==> src/rtl/b2xx_reset_pkg.sv <==
// Shared definitions for the B2xx reset sequencer: state encoding, loss counter width
// and the counter-width helper used to size the sequencing counters.
package b2xx_reset_pkg;

  typedef enum logic [1:0] {
    ST_WAIT_LOCK = 2'd0,
    ST_HOLDOFF   = 2'd1,
    ST_RELEASE   = 2'd2,
    ST_RUN       = 2'd3
  } seq_state_e;

  localparam int LOSS_CNT_W = 8;

  // Counters run 0..n-1, so $clog2(n) bits suffice; keep at least one bit for n=1.
  function automatic int cnt_width(input int n);
    return (n > 1) ? $clog2(n) : 1;
  endfunction

endpackage

==> src/rtl/b2xx_reset_seq_synchronizer.sv <==
// Multi-flop synchroniser bringing an asynchronous level into the clk domain.
module synchronizer #(
  parameter int STAGES = 2
) (
  input  logic clk,
  input  logic rst_n,
  input  logic d,
  output logic q
);

  logic [STAGES-1:0] sync_q;

  always_ff @(posedge clk or negedge rst_n) begin
    if (!rst_n) begin
      sync_q <= '0;
    end else begin
      sync_q <= {sync_q[STAGES-2:0], d};
    end
  end

  assign q = sync_q[STAGES-1];

endmodule

==> src/rtl/b2xx_reset_seq.sv <==
// Ordered reset release: debounce clock lock, hold off, then drop resets one by one,
// restarting on lock loss or software request and counting lock losses.
module b2xx_reset_seq
  import b2xx_reset_pkg::*;
#(
  parameter int NUM_RST  = 3,
  parameter int HOLDOFF  = 65535,
  parameter int STAGGER  = 16,
  parameter int DEBOUNCE = 4
) (
  input  logic                  clk,
  input  logic                  rst_n,
  input  logic                  locked,
  input  logic                  soft_rst,
  output logic [NUM_RST-1:0]    rst_out,
  output logic                  clocks_ready,
  output logic [LOSS_CNT_W-1:0] lock_loss_cnt,
  output logic [1:0]            state
);

  localparam int DEB_W  = cnt_width(DEBOUNCE);
  localparam int HOLD_W = cnt_width(HOLDOFF);
  localparam int STAG_W = cnt_width(STAGGER);
  localparam int IDX_W  = cnt_width(NUM_RST);

  localparam logic [DEB_W-1:0]  DEB_LAST  = DEB_W'(DEBOUNCE - 1);
  localparam logic [HOLD_W-1:0] HOLD_LAST = HOLD_W'(HOLDOFF - 1);
  localparam logic [STAG_W-1:0] STAG_LAST = STAG_W'(STAGGER - 1);
  localparam logic [IDX_W-1:0]  IDX_LAST  = IDX_W'(NUM_RST - 1);

  logic locked_s;

  synchronizer #(.STAGES(2)) u_lock_sync (
    .clk   (clk),
    .rst_n (rst_n),
    .d     (locked),
    .q     (locked_s)
  );

  seq_state_e             state_q, state_d;
  logic [DEB_W-1:0]       deb_q, deb_d;
  logic [HOLD_W-1:0]      hold_q, hold_d;
  logic [STAG_W-1:0]      stag_q, stag_d;
  logic [IDX_W-1:0]       idx_q, idx_d;
  logic [NUM_RST-1:0]     rst_q, rst_d;
  logic                   ready_q, ready_d;
  logic [LOSS_CNT_W-1:0]  loss_q, loss_d;

  always_ff @(posedge clk or negedge rst_n) begin
    if (!rst_n) begin
      state_q <= ST_WAIT_LOCK;
      deb_q   <= '0;
      hold_q  <= '0;
      stag_q  <= '0;
      idx_q   <= '0;
      rst_q   <= '1;
      ready_q <= 1'b0;
      loss_q  <= '0;
    end else begin
      state_q <= state_d;
      deb_q   <= deb_d;
      hold_q  <= hold_d;
      stag_q  <= stag_d;
      idx_q   <= idx_d;
      rst_q   <= rst_d;
      ready_q <= ready_d;
      loss_q  <= loss_d;
    end
  end

  always_comb begin
    state_d = state_q;
    deb_d   = deb_q;
    hold_d  = hold_q;
    stag_d  = stag_q;
    idx_d   = idx_q;
    rst_d   = rst_q;
    ready_d = ready_q;
    loss_d  = loss_q;

    if (state_q == ST_WAIT_LOCK) begin
      if (!locked_s || soft_rst) begin
        deb_d = '0;
      end else if (deb_q == DEB_LAST) begin
        state_d = ST_HOLDOFF;
        deb_d   = '0;
        hold_d  = '0;
      end else begin
        deb_d = deb_q + 1'b1;
      end
    end else if (!locked_s || soft_rst) begin
      // Lock loss wins over a coincident soft reset so the event is counted once.
      state_d = ST_WAIT_LOCK;
      deb_d   = '0;
      hold_d  = '0;
      stag_d  = '0;
      idx_d   = '0;
      rst_d   = '1;
      ready_d = 1'b0;
      if (!locked_s && (loss_q != '1)) begin
        loss_d = loss_q + 1'b1;
      end
    end else begin
      case (state_q)
        ST_HOLDOFF: begin
          if (hold_q == HOLD_LAST) begin
            state_d = ST_RELEASE;
            stag_d  = '0;
            idx_d   = '0;
          end else begin
            hold_d = hold_q + 1'b1;
          end
        end
        ST_RELEASE: begin
          if (stag_q == STAG_LAST) begin
            stag_d = '0;
            rst_d  = rst_q & ~(NUM_RST'(1) << idx_q);
            if (idx_q == IDX_LAST) begin
              state_d = ST_RUN;
              ready_d = 1'b1;
            end else begin
              idx_d = idx_q + 1'b1;
            end
          end else begin
            stag_d = stag_q + 1'b1;
          end
        end
        default: begin
        end
      endcase
    end
  end

  assign rst_out       = rst_q;
  assign clocks_ready  = ready_q;
  assign lock_loss_cnt = loss_q;
  assign state         = state_q;

endmodule
==> config.mk <==
export PLATFORM = sky130hd
export DESIGN_NAME = b2xx_reset_seq
export DESIGN_NICKNAME = d
export VERILOG_FILES = /design/src/rtl/b2xx_reset_pkg.sv /design/src/rtl/b2xx_reset_seq_synchronizer.sv /design/src/rtl/b2xx_reset_seq.sv
export SDC_FILE = /design/constraint.sdc
export NUM_CORES = 1
export LEC_CHECK = 0
export CAP_MARGIN = 20
export CORE_UTILIZATION = 35
export DETAILED_ROUTE_END_ITERATION = 6
export GPL_ROUTABILITY_DRIVEN = 1
export MAX_ROUTING_LAYER = met4
export SLEW_MARGIN = 20
export SYNTH_ARGS = -nofsm -noshare
export SYNTH_HDL_FRONTEND = slang
export SYNTH_SLANG_ARGS = --single-unit
==> constraint.sdc <==
create_clock -name clk -period 2.9 [get_ports clk]
set_input_delay 0.58 -clock clk [delete_from_list [all_inputs] [get_ports clk]]
set_output_delay 0.58 -clock clk [all_outputs]
set_load 0.005 [all_outputs]
==> flow_summary.rst <==
.. list-table::
   :header-rows: 1

   * - Metric
     - Value
   * - Number of I/O port buffers
     - 17
   * - Total internal power
     - 1110 uW
   * - Final Hold Violating Endpoints
     - 0
   * - Slew of the pin with the lowest slew margin
     - approximately 0.9 ns
   * - Number of cells in the design after placement
     - 321
   * - Cell chosen for the clock root
     - sky130_fd_sc_hd__clkbuf_8
   * - Clock tree from TritonCTS
     - built
   * - Type of the worst setup path
     - register to register
   * - Antenna diode instance count
     - 0
   * - Worst IR drop on VDD
     - roughly 0.00042 V
   * - Hold Path Origin
     - u_lock_sync.sync_q[0]
   * - Worst Path Required
     - 3.14 ns
   * - Num ports
     - 18
   * - Maximum number of pins on one net before global-route repair
     - 41
   * - Routed via count
     - 1886
   * - Average cell area after synthesis
     - between 9 and 10 um2
   * - Maximum frequency from static timing analysis
     - roughly 430 MHz
   * - Overflow left after global routing
     - 0
   * - Top cells by area, synth
     - sky130_fd_sc_hd__dfrtp_1 (41%), sky130_fd_sc_hd__ha_1 (6.1%), sky130_fd_sc_hd__nand3_1 (3.5%), sky130_fd_sc_hd__dfstp_2 (3.5%), sky130_fd_sc_hd__nand2_1 (3.2%)
   * - Total of hold buffers inserted after clock tree synthesis
     - 0
   * - Area of the core
     - 6060 um2
   * - Antenna viol nets, final
     - 0
   * - Worst path cell trace
     - inv_1 -> ha_1 -> or3b_1 -> or4_2 -> nand3_1
   * - Setup WS post-layout
     - 0.565 ns
   * - Share of synthesized flip-flops with an asynchronous set or reset
     - 100%
   * - Fin crit period
     - 2.33 ns
   * - Power density cells
     - 643 nW/um2
   * - Clock Sink Count
     - 40
   * - Fraction of final layout cells sized beyond drive strength 1
     - between 10% and 20%
   * - Run status
     - complete, no violations
   * - DP Area
     - approximately 2500 um2
   * - Predominant post-synthesis flop cell
     - sky130_fd_sc_hd__dfrtp_1
   * - Total area of multi-input combinational cells
     - roughly 1200 um2
   * - Sequential share of the synthesized area
     - 44.4%
   * - Number of global-route vias before repair
     - 1808
   * - Post-route DRC
     - 0
   * - Count of placed standard cells in the final layout, fillers left out
     - 329
   * - Max incr delay on CP
     - 0.70 ns
   * - Most used standard cell by instance count after synthesis
     - sky130_fd_sc_hd__dfrtp_1
   * - Wirelength, routed
     - 5000 um
   * - Number of max-cap violations
     - 0
   * - Max transition margin
     - 41.5%
   * - Final Core Density
     - 43.7%
   * - Overall track demand over capacity in global routing
     - about 18%
   * - Post-synth EDFFs
     - 0
   * - CP max stage cell
     - sky130_fd_sc_hd__or4_2
   * - Routed wire length per instance
     - 15.2 um
   * - Antenna violations before repair
     - 0
   * - Syn Nets
     - roughly 250
   * - Starting density of the core
     - 37.3%
   * - Setup total negative slack
     - 0 ns
   * - Final worst-path cycle share
     - 80.5%
   * - Post-CTS setup buffer count
     - 0
   * - Part of the total power dissipated in combinational logic
     - 30.8%
   * - Post-synth top area cell
     - sky130_fd_sc_hd__dfrtp_1
   * - Via density
     - 5.73
   * - Path type of the worst min-delay path
     - register to register
   * - Data arrival time of the critical path
     - 2.57 ns
   * - Half-perimeter wire length of the detailed placement result
     - 3460 um
   * - Syn-to-layout area delta
     - 17.1%
   * - Kind of capture point of the worst setup path
     - register
   * - Type of element launching the critical path
     - register
   * - Y dimension of the die
     - 82.4 um
   * - Wire length of the first global-routing pass
     - 8670 um
   * - Part of the total power dissipated in sequential elements
     - 40.2%
   * - Final Cell Area
     - ~2600 um2
   * - Kind of cell adding the most delay to the critical path
     - simple AND/OR/NAND/NOR gates
   * - Largest clock skew in the final design
     - 0.00552 ns
   * - Combined flip-flop and latch cell area
     - about 1000 um2
   * - Synth unique cells
     - 50
   * - Layout net count
     - about 270
   * - Final slew viol count
     - 0
   * - Number of optimization iterations in the first detailed-route pass
     - 4
   * - Commonest cells post-synth
     - sky130_fd_sc_hd__dfrtp_1 (37), sky130_fd_sc_hd__nand2_1 (19), sky130_fd_sc_hd__nand3_1 (16), sky130_fd_sc_hd__inv_1 (15), sky130_fd_sc_hd__nor2_1 (14)
   * - Yosys reg bits
     - 40
   * - Count of instances resized after the clock tree is built
     - 0
   * - Total buffers and inverters traversed by the critical path
     - 1
   * - DRC violation total after the first TritonRoute iteration
     - 79
   * - Net Sw Frac
     - 34.7%
   * - Final setup vio count
     - 0
   * - RR Startpoint
     - state[0]
   * - Clk_lat worst skew
     - 0.30 ns
   * - Synth warn
     - 0
   * - Layout fillers
     - 608
   * - Gate Count Post-Synth
     - 230
   * - Power spent charging and discharging nets
     - 591 uW
   * - Worst setup path startpoint
     - state[0]
   * - Setup repair after global routing missed its margin
     - no
   * - Max H-tree Level
     - 2
   * - Placement row count
     - 28
   * - Full die area
     - 6790 um2
   * - CTS clk-pin slew, worst paths
     - 0.08 ns
   * - Post-Place Setup Slack
     - 0.333 ns
   * - Leakage Power
     - 0.00112 uW
   * - Final weighted congestion of routability-driven global placement
     - between 0.7 and 0.8
   * - Top-area cell type share of the netlist area
     - 40.9%
   * - Post-Syn Area
     - 2260 um2
   * - CTS Buffer Depth
     - 2
   * - Maximum fanout along the worst path
     - 13
   * - Portion of total power attributed to the clock network
     - 29.0%
   * - Num CTS Buffers
     - 5
   * - Die boundary width
     - between 80 and 90 um
-- power groups by stage --
stage                     sequential, uW  clock [uW]  combinational (uW)
after detailed placement             693           0                 528
after floorplan                      681           0                 325
after global placement               691           0                 523
final                                684         494                 525
after CTS                            684         509                 530
after global routing                 693         530                 587
-- layout by cell type, fill, tap and decap left out, drive strengths merged, types with 8 or more instances in the layout --
cell            n
dfrtp          37
nand2          19
nand3          16
clkdlybuf4s50  16
inv            15
nor2           14
ha             11
a21oi           9
nor3            8
nand4           8
-- per-stage QoR --
step                hold WS, ns  total power [uW]
global placement          0.331              1210
finish                    0.355              1700
CTS                       0.359              1720
detailed placement        0.337              1220
floorplan                 0.284              1010
global route              0.362              1810
-- routing by layer --
layer / global-route usage, % / part of all wire (%) / up-vias
li1: - / - / 918
met2: 25.7 / 43 / 33
met5: - / 0 / -
met4: 8.07 / 2.0 / 0
met1: 23.4 / 51 / 925
met3: 3.41 / 3.6 / 10
-- sequential cells by signal, indices dropped and copies added, names as in the netlist --
name / flops
clocks_ready: 1
rst_out: 3
u_lock_sync.sync_q: 2
hold_q: 16
lock_loss_cnt: 8
deb_q: 2
stag_q: 4
state: 2
idx_q: 2
-- cells by family after synthesis --
family / synth area share (%)
muxes: 2.43
AOI/OAI and AO/OA: 17.4
adders and majority gates: 6.08
buffers and inverters: 3.54
DFF: 44.4
xor gates and xnor gates: 2.71
and+or+nand+nor: 23.5
-- worst paths after layout --
check / to / slack [ns] / cells past startpoint
setup / recovery: hold_q[6] / 0.57 / 5
hold / removal: u_lock_sync.sync_q[1] / 0.35 / 0
setup reg to reg: hold_q[6] / 0.57 / 5
hold reg to reg: u_lock_sync.sync_q[1] / 0.35 / 0
max in group asynchronous: deb_q[1] / 1.96 / 1
min in group asynchronous: lock_loss_cnt[5] / 0.39 / 1
-- final cells by class --
type / count / share of cell area, %
clock buffer: 6 / 3.12
multi-input combinational: 170 / 44.4
timing repair buffer: 21 / 7.37
tap: 75 / 3.54
sequential: 40 / 37.9
inverter: 15 / 2.13
clock inverter: 2 / 1.46
Power figures use the tool's default switching activity.
